==> config.mk <==
export PLATFORM = sky130hd
export DESIGN_NAME = cd_sector_sequencer
export DESIGN_NICKNAME = d
export VERILOG_FILES = /design/src/rtl/cd_pkg.sv /design/src/rtl/msf_bcd_inc.sv /design/src/rtl/cd_sector_sequencer.sv
export SDC_FILE = /design/constraint.sdc
export NUM_CORES = 1
export LEC_CHECK = 0
export ABC_CLOCK_PERIOD_IN_PS = 2800
export CORE_MARGIN = 8
export CORE_UTILIZATION = 53
export CTS_CLUSTER_DIAMETER = 30
export DETAILED_ROUTE_END_ITERATION = 12
export GPL_TIMING_DRIVEN = 0
export PLACE_DENSITY = 0.86
export SLEW_MARGIN = 10
export SYNTH_ARGS = -nofsm -noshare
export SYNTH_HDL_FRONTEND = slang
export SYNTH_SLANG_ARGS = --single-unit
==> constraint.sdc <==
create_clock -name clk_sys -period 2.8 [get_ports clk_sys]
set_clock_uncertainty 0.1 [all_clocks]
set_input_delay 0.42 -clock clk_sys [delete_from_list [all_inputs] [get_ports clk_sys]]
set_output_delay 0.42 -clock clk_sys [all_outputs]
set_load 0.01 [all_outputs]
==> src/rtl/cd_pkg.sv <==
// cd_pkg: shared states, BCD limits, reset position and digit incrementer for the CD sector path
package cd_pkg;
  typedef enum logic [2:0] {S_IDLE, S_REQ, S_LATCH, S_READY, S_WAIT_DMA, S_PACE} state_t;
  localparam logic [7:0] FRAME_MAX = 8'h74;
  localparam logic [7:0] SEC_MAX = 8'h59;
  localparam logic [7:0] MIN_MAX = 8'h99;
  localparam logic [7:0] RST_M = 8'h00;
  localparam logic [7:0] RST_S = 8'h02;
  localparam logic [7:0] RST_F = 8'h00;
  function automatic logic [7:0] bcd_inc(input logic [7:0] v);
    return (v[3:0] == 4'h9) ? {v[7:4] + 4'h1, 4'h0} : v + 8'h1;
  endfunction
endpackage

==> src/rtl/msf_bcd_inc.sv <==
// msf_bcd_inc: combinational next-frame BCD incrementer (F wraps at 74, S at 59, M at 99)
module msf_bcd_inc
  import cd_pkg::*;
(
  input  logic [7:0] m_i,
  input  logic [7:0] s_i,
  input  logic [7:0] f_i,
  output logic [7:0] m_o,
  output logic [7:0] s_o,
  output logic [7:0] f_o
);
  logic f_wrap;
  logic s_wrap;
  assign f_wrap = (f_i == FRAME_MAX);
  assign s_wrap = f_wrap && (s_i == SEC_MAX);
  assign f_o = f_wrap ? 8'h00 : bcd_inc(f_i);
  assign s_o = !f_wrap ? s_i : (s_i == SEC_MAX) ? 8'h00 : bcd_inc(s_i);
  assign m_o = !s_wrap ? m_i : (m_i == MIN_MAX) ? 8'h00 : bcd_inc(m_i);
endmodule

==> src/rtl/cd_sector_sequencer.sv <==
// cd_sector_sequencer: paces sector requests, strobes header latch/ready, waits for DMA.
// Defining CD_SPEED_2X_EN halves the sector period (150 sectors/s).
module cd_sector_sequencer
  import cd_pkg::*;
#(
  parameter int TICK_DIV = 1280000,
  parameter int STRETCH = 16
) (
  input  logic       clk_sys,
  input  logic       RESET,
  input  logic       SEEK,
  input  logic       STOP,
  input  logic [7:0] START_M,
  input  logic [7:0] START_S,
  input  logic [7:0] START_F,
  output logic       SECTOR_REQ,
  input  logic       SECTOR_ACK,
  output logic [7:0] MSF_M,
  output logic [7:0] MSF_S,
  output logic [7:0] MSF_F,
  output logic       MSF_LATCH,
  output logic       SECTOR_READY,
  input  logic       DMA_RUNNING,
  output logic       BUSY,
  output logic       OVERRUN
);
`ifdef CD_SPEED_2X_EN
  localparam int PERIOD = TICK_DIV / 2;
`else
  localparam int PERIOD = TICK_DIV;
`endif
  localparam int TW = $clog2(PERIOD + 1);
  localparam int SW = $clog2(STRETCH + 1);

  state_t state_q, state_d;
  logic [7:0] m_q, m_d, s_q, s_d, f_q, f_d, m_inc, s_inc, f_inc;
  logic [TW-1:0] tick_cnt_q, tick_cnt_d;
  logic [SW-1:0] str_cnt_q, str_cnt_d;
  logic tick_pend_q, tick_pend_d, stop_pend_q, stop_pend_d;
  logic dma_prev_q, dma_seen_q, dma_seen_d, overrun_q, overrun_d;
  logic req_q, req_d, latch_q, latch_d, ready_q, ready_d, busy_q, busy_d;
  logic tick, str_done, dma_rise, dma_fall, advance;

  msf_bcd_inc u_inc (
    .m_i(m_q), .s_i(s_q), .f_i(f_q),
    .m_o(m_inc), .s_o(s_inc), .f_o(f_inc)
  );

  assign tick = busy_q && (tick_cnt_q == TW'(PERIOD - 1));
  assign str_done = (str_cnt_q == SW'(STRETCH - 1));
  assign dma_rise = DMA_RUNNING && !dma_prev_q;
  assign dma_fall = !DMA_RUNNING && dma_prev_q;

  always_comb begin
    state_d = state_q;
    advance = 1'b0;
    m_d = m_q;
    s_d = s_q;
    f_d = f_q;
    overrun_d = overrun_q;
    dma_seen_d = dma_seen_q;
    stop_pend_d = stop_pend_q | (STOP & (state_q inside {S_REQ, S_LATCH, S_READY}));
    tick_pend_d = tick_pend_q | tick;
    str_cnt_d = ((state_q inside {S_LATCH, S_READY}) && !str_done) ? str_cnt_q + 1'b1 : '0;
    tick_cnt_d = (SEEK || !busy_q || tick) ? '0 : tick_cnt_q + 1'b1;
    case (state_q)
      S_REQ:   if (SECTOR_ACK) state_d = stop_pend_d ? S_IDLE : S_LATCH;
      S_LATCH: if (str_done) state_d = stop_pend_d ? S_IDLE : S_READY;
      S_READY: if (str_done) state_d = stop_pend_d ? S_IDLE : S_WAIT_DMA;
      // a tick here means the DMA missed its window: drop this sector and move on
      S_WAIT_DMA:
        if (STOP) state_d = S_IDLE;
        else if (tick) begin
          overrun_d = 1'b1;
          advance = 1'b1;
        end else if (dma_rise) dma_seen_d = 1'b1;
        else if (dma_fall && dma_seen_q) state_d = S_PACE;
      S_PACE:
        if (STOP) state_d = S_IDLE;
        else if (tick_pend_d) advance = 1'b1;
      default: ;
    endcase
    if (advance) begin
      state_d = S_REQ;
      m_d = m_inc;
      s_d = s_inc;
      f_d = f_inc;
      tick_pend_d = 1'b0;
    end
    if (state_d == S_IDLE) begin
      stop_pend_d = 1'b0;
      tick_pend_d = 1'b0;
    end
    if (state_d != S_WAIT_DMA) dma_seen_d = 1'b0;
    if (SEEK) begin
      state_d = S_REQ;
      m_d = START_M;
      s_d = START_S;
      f_d = START_F;
      overrun_d = 1'b0;
      stop_pend_d = 1'b0;
      tick_pend_d = 1'b0;
      dma_seen_d = 1'b0;
    end
    req_d = (state_d == S_REQ);
    latch_d = (state_d == S_LATCH);
    ready_d = (state_d == S_READY);
    busy_d = (state_d != S_IDLE);
  end

  always_ff @(posedge clk_sys) begin
    if (RESET) begin
      state_q <= S_IDLE;
      m_q <= RST_M;
      s_q <= RST_S;
      f_q <= RST_F;
      tick_cnt_q <= '0;
      str_cnt_q <= '0;
      tick_pend_q <= 1'b0;
      stop_pend_q <= 1'b0;
      dma_prev_q <= 1'b0;
      dma_seen_q <= 1'b0;
      overrun_q <= 1'b0;
      req_q <= 1'b0;
      latch_q <= 1'b0;
      ready_q <= 1'b0;
      busy_q <= 1'b0;
    end else begin
      state_q <= state_d;
      m_q <= m_d;
      s_q <= s_d;
      f_q <= f_d;
      tick_cnt_q <= tick_cnt_d;
      str_cnt_q <= str_cnt_d;
      tick_pend_q <= tick_pend_d;
      stop_pend_q <= stop_pend_d;
      dma_prev_q <= DMA_RUNNING;
      dma_seen_q <= dma_seen_d;
      overrun_q <= overrun_d;
      req_q <= req_d;
      latch_q <= latch_d;
      ready_q <= ready_d;
      busy_q <= busy_d;
    end
  end

  assign SECTOR_REQ = req_q;
  assign MSF_LATCH = latch_q;
  assign SECTOR_READY = ready_q;
  assign BUSY = busy_q;
  assign OVERRUN = overrun_q;
  assign MSF_M = m_q;
  assign MSF_S = s_q;
  assign MSF_F = f_q;
endmodule

Word level (Yosys, flattened, before mapping):

Index checks and enable logic that the tools add are counted.

* register bits: 62
* input bits: 30
* output and inout port bits: 29

* add/sub/neg operators: 8
* equality and inequality tests: 17
* muxes and demuxes: 33
* bitwise gates (word level): 6
* reduce and logical (&&, ||, !) cells: 29

Operator list (number)
* $mux 8: 14
* $mux 3: 11
* $add 8x1->8 const B: 3
* $add 21x1->21 const B: 1
* $eq 21x21->1 const B: 1
* $eq 8x7->1 const B: 2
* $pmux 3 s5: 1
* $add 4x1->4 const B: 3
* $eq 3x2->1 const B: 4
* $eq 4x4->1 const B: 3
* $eq 8x8->1 const B: 1
* $reduce_bool 2->1: 4
* $eq 3x1->1 const B: 2
* $eq 3x3->1 const B: 2
* $logic_and 1x1->1: 6
* $reduce_bool 3->1: 2
* $reduce_or 2->1: 3
* $reduce_or 3->1: 2
* $add 5x1->5 const B: 1
* $eq 5x4->1 const B: 1
* $logic_not 1->1: 4
* $mux 1: 4
* $mux 2: 2
* $reduce_and 2->1: 2
* other kinds (10): 14

Logic depth before layout (Yosys ltp):

* depth in word-level cells: 11
* mapped depth: 8
* gate-level depth less buffers: 8

Cells and area by module:

A second synthesis with hierarchy kept.

* cell total of the unflattened synthesis: 457
* area total of the unflattened synthesis: 3947.5 µm²

By module, submodules not included
* cd_sector_sequencer: times used 1, cells each 326, area an instance 3060.4 µm², seq. area each 1241.2 µm²
* msf_bcd_inc: times used 1, cells each 131, area an instance 887.1 µm², seq. area each 0.0 µm²

Worst setup path before layout:

No wires, ideal clock.

* path type: register to register
* start: register tick_cnt_q[14]
* end: register f_q[6], in the netlist MSF_F[6]
* setup time: 0.074 ns
* data arrival time: 2.389 ns
* data required time: 2.626 ns
* path slack: 0.236 ns
* stages on the path, launching flop included: 6
* path buffers: 0
* period minus slack after synthesis: 2.564 ns
* cells stage by stage: dfxtp_1 > or4b_1 > or4_4 > o31a_1 > or4_1 > a31oi_1

* cells in the longest elaborated chain, start to end: 7
* elaborated cells on any way between the ends: 9
* classes of those cells: eq/ne (1); mux (5); bitwise (1); reduce/logical (2)

RTL lines
* start, declared: line cd_sector_sequencer.sv:37 `logic [TW-1:0] tick_cnt_q, tick_cnt_d;`
* start signal, assigned: line cd_sector_sequencer.sv:133 `tick_cnt_q <= tick_cnt_d;`
* $eq 21x21->1 *: line cd_sector_sequencer.sv:49 `assign tick = busy_q && (tick_cnt_q == TW'(PERIOD - 1));`
* $logic_and 1x1->1 *: line cd_sector_sequencer.sv:49
* $or 1x1->1: line cd_sector_sequencer.sv:63 `tick_pend_d = tick_pend_q | tick;`
* $mux 1: line cd_sector_sequencer.sv:80 `else if (tick_pend_d) advance = 1'b1;`
* $mux 1: line cd_sector_sequencer.sv:79 `if (STOP) state_d = S_IDLE;`
* $pmux 1 s2 *: line cd_sector_sequencer.sv:66 `case (state_q)`
* $reduce_bool 2->1 (no line) *
* end signal, assigned: line cd_sector_sequencer.sv:116 `f_q <= RST_F;`
* end signal, assigned: line cd_sector_sequencer.sv:132 `f_q <= f_d;`
* end, declared: line cd_sector_sequencer.sv:36 `logic [7:0] m_q, m_d, s_q, s_d, f_q, f_d, m_inc, s_inc, f_inc;`

Every way passes the cells marked *; elsewhere a longest branch is shown, timed or not.
A chain may end at the register's enable or synchronous reset.

Worst setup path after layout:

* start: register tick_cnt_q[12]
* end: register latch_q, in the netlist MSF_LATCH

* cells in the longest elaborated chain, start to end: 9
* elaborated cells on any way between the ends: 14
* classes of those cells: eq/ne (2); mux (10); bitwise (1); reduce/logical (1)

RTL lines
* $eq 21x21->1 *: line cd_sector_sequencer.sv:49
* $logic_and 1x1->1 *: line cd_sector_sequencer.sv:49
* $or 1x1->1: line cd_sector_sequencer.sv:63
* $mux 1: line cd_sector_sequencer.sv:80
* $mux 1: line cd_sector_sequencer.sv:79
* $pmux 1 s2: line cd_sector_sequencer.sv:66
* $mux 3 *: line cd_sector_sequencer.sv:83 `if (advance) begin`
* $mux 3 *: line cd_sector_sequencer.sv:95 `if (SEEK) begin`
* $eq 3x2->1 *: line cd_sector_sequencer.sv:106 `latch_d = (state_d == S_LATCH);`
* end signal, assigned: line cd_sector_sequencer.sv:141 `latch_q <= latch_d;`
* end, declared: line cd_sector_sequencer.sv:41 `logic req_q, req_d, latch_q, latch_d, ready_q, ready_d, busy_q, busy_d;`

Marks and branches as above.

==> impl_metrics.ini <==
[cts]
cts.sinks = 62
clock_latency_ns = 0.34
cts_tree = yes
cts-root-buf = clkbuf_8
cts_hold_buf = 0
cts.path.max_buffers = 2
cts_buffers = 9
path_clk_slew_ns = 0.07
htreeDepth = 3

[finish]
n_antenna_cell = 0
layout.nets = 546
final_cell_mix = dfxtp_1, clkdlybuf4s50_1, nor2_1, nand2_1, a21oi_1
final_util_pct = 69.0
fillers = 504
layout_commonest_cell = dfxtp_1
drive_above_1_share_pct = 5.93
syn2layout_area_growth_pct = 26.1

[timing]
slew_viol_final = 0
relSlewSlack_pct = 60.0
grt_setup_unrepaired = yes
timing_hold_violations_final = 0
fmax_mhz = 358
fin_crit_sh_pct = 99.7
tightest_slew_ns = 0.601
setup_viol = 0
hold_ws_ns = 0.352
period_minus_slack_ns = 2.79

[grt]
grt_usage_pct = 20.6
grt_start_max_net_pins = 12
grt_pass1_wl_um = 16500
grt-ovfl-total = 0
first_global_vias = 3511
antenna_found_initial = 0

[yosys]
synth-seq-area-share_pct = 35.7
ys_seq_elements = 62
synthesis.area_um2 = 3470
synth_edf_count = 0
ys_warn_count = 0
synth_cell_types = 58
syn_area_per_cell_um2 = 8.04
syn_inst = 432
synth-main-ff-cell = dfxtp_1
ys_async_sr_fraction_pct = 0
syn_nets = 477

[floorplan]
core_area_um2 = 6350
num_rows = 29
die_x_um = 97.0
die_y_um = 97.0
start_util_pct = 54.7
top_level_ports = 59
die_area_um2 = 9400

[drt]
via_count = 3574
viasPerCell = 6.13
postRouteAntennaNets = 0
first_iter_violations = 280
drc = 0
wl_um = 9980
first_pass_iters = 7
wl_per_cell_um = 17.1

[placed_design]
port_buffers = 57
hpwl_um = 7000
gp_congestion = 0.939

[setup_path]
reg2reg_slack_ns = 0.01
required_ns = 2.98
crit_path_max_fanout = 5
critical_path_class = flip-flop to flip-flop
endpoint_kind = flip-flop
start_kind = flip-flop
cp_data_arrival_time_ns = 2.97

[pwr]
leakagePower_uw = 0.00149
power.density_nw_per_um2 = 478
peakVddDrop_mv = 0.471

[min_path]
hp-class = flip-flop to flip-flop

[status]
outcome = complete, no violations

[run]
maxCapViolCount = 0
cells by family (layout without fill, tap and decap cells):
family / count (synthesis) / count (layout) / share of synthesized area, %
AOI/OAI and AO/OA: 109 / 109 / 21.0
xor gates and xnor gates: 25 / 25 / 6.30
adders and majority gates: 15 / 15 / 5.40
buffers and inverters: 40 / 114 / 4.43
DFF: 62 / 62 / 35.7
muxes: 2 / 2 / 0.612
and+or+nand+nor: 179 / 179 / 26.5
per-layer routing:
metal / up-vias / global-route usage, % / routed length [µm]
met2: 187 / 34.1 / 4630
met3: 48 / 4.69 / 874
met1: 1628 / 24.8 / 4160
met5: - / 0 / 0
li1: 1711 / - / -
met4: 0 / 9.47 / 313
worst paths after layout:
| kind | from | endpoint | depth (start not counted) |
|---|---|---|---|
| worst max-delay path | tick_cnt_q[12]$_SDFF_PP0_ | MSF_LATCH$_SDFF_PP0_ | 5 |
| worst min-delay path | str_cnt_q[0]$_SDFF_PP0_ | str_cnt_q[0]$_SDFF_PP0_ | 1 |
| worst max register to register | tick_cnt_q[12]$_SDFF_PP0_ | MSF_LATCH$_SDFF_PP0_ | 5 |
| worst min register to register | str_cnt_q[0]$_SDFF_PP0_ | str_cnt_q[0]$_SDFF_PP0_ | 1 |
worst max-delay path: stages, from the launching register on:
cell	delay [ns]
dfxtp_1	0.34
or4b_4	0.55
or4_4	0.57
or4_1	0.41
a211oi_1	0.49
and3_1	0.27
state kept, by name, indices dropped and copies added, names as in the netlist, 3 cells and up:
signal	count
MSF_M	8
tick_cnt_q	21
MSF_F	8
str_cnt_q	5
MSF_S	8
state_q	3
synthesized netlist by cell type (2+ instances only):
| library cell | number | area share, % |
|---|---|---|
| dfxtp_1 | 62 | 36 |
| nor2_1 | 42 | 4.5 |
| nand2_1 | 41 | 4.4 |
| a21oi_1 | 29 | 4.2 |
| clkbuf_1 | 21 | 2.3 |
| o21ai_0 | 19 | 2.7 |
| nand3_1 | 18 | 2.6 |
| inv_1 | 16 | 1.7 |
| ha_1 | 15 | 5.4 |
| nor3_1 | 14 | 2.0 |
| xor2_1 | 13 | 3.3 |
| xnor2_1 | 12 | 3.0 |
| a211oi_1 | 10 | 2.2 |
| a31oi_1 | 9 | 1.6 |
| and3_1 | 9 | 1.6 |
| nand4_1 | 7 | 1.3 |
| or3_1 | 7 | 1.3 |
| and2_1 | 6 | 1.1 |
| nor3b_1 | 5 | 1.1 |
| nor4_1 | 5 | 0.90 |
| nand2b_1 | 4 | 0.72 |
| o211ai_1 | 4 | 0.86 |
| o31ai_1 | 4 | 0.86 |
| a2111oi_0 | 3 | 0.76 |
| a211o_1 | 3 | 0.76 |
| a311oi_1 | 3 | 0.76 |
| buf_2 | 3 | 0.43 |
| nand3b_1 | 3 | 0.65 |
| nor2b_1 | 3 | 0.54 |
| o21a_1 | 3 | 0.65 |
| or3b_2 | 3 | 0.76 |
| or4_1 | 3 | 0.65 |
| a21o_1 | 2 | 0.43 |
| a221oi_1 | 2 | 0.50 |
| a2bb2oi_1 | 2 | 0.50 |
| nand4b_1 | 2 | 0.50 |
| o2111ai_1 | 2 | 0.50 |
| o31a_1 | 2 | 0.50 |
| or4b_1 | 2 | 0.58 |
power breakdown:
group          internal [µW]  switching [µW]
logic                    140             145
registers                907            35.7
clock network            500             365
total                   1550             546
per-stage QoR:
| stage | setup WS [ns] | instances | cell area, µm² | power, µW | setup TNS, ns |
|---|---|---|---|---|---|
| floorplan | 0.236 | 432 | 3470 | 1100 | 0 |
| global placement | 0.0398 | 566 | 4140 | 1230 | 0 |
| detailed placement | -0.0284 | 566 | 4140 | 1240 | -0.0524 |
| CTS | -0.00164 | 582 | 4360 | 2090 | -0.00164 |
| global route | -0.0760 | 583 | 4380 | 2160 | -0.103 |
| finish | 0.00974 | 583 | 4380 | 2090 | 0 |
timing repair:
action,CTS,global route
buffers inserted,0,1
resized for setup,2,7
setup endpoints to repair,7,14
pin swaps,0,2
cloned,0,0
endpoints found under the hold margin,0,0
final cells by class:
class                   count  area (µm²)  area share, %
well taps                  77        96.3           2.20
repair buffers             58         578           13.2
clock buffers              10         128           2.91
multi-input cells         330        2090           47.6
inverters                  16        60.1           1.37
clock inverters             6        86.3           1.97
flip-flops and latches     62        1240           28.4
plain buffers              24         103           2.34
Power figures use the tool's default switching activity.
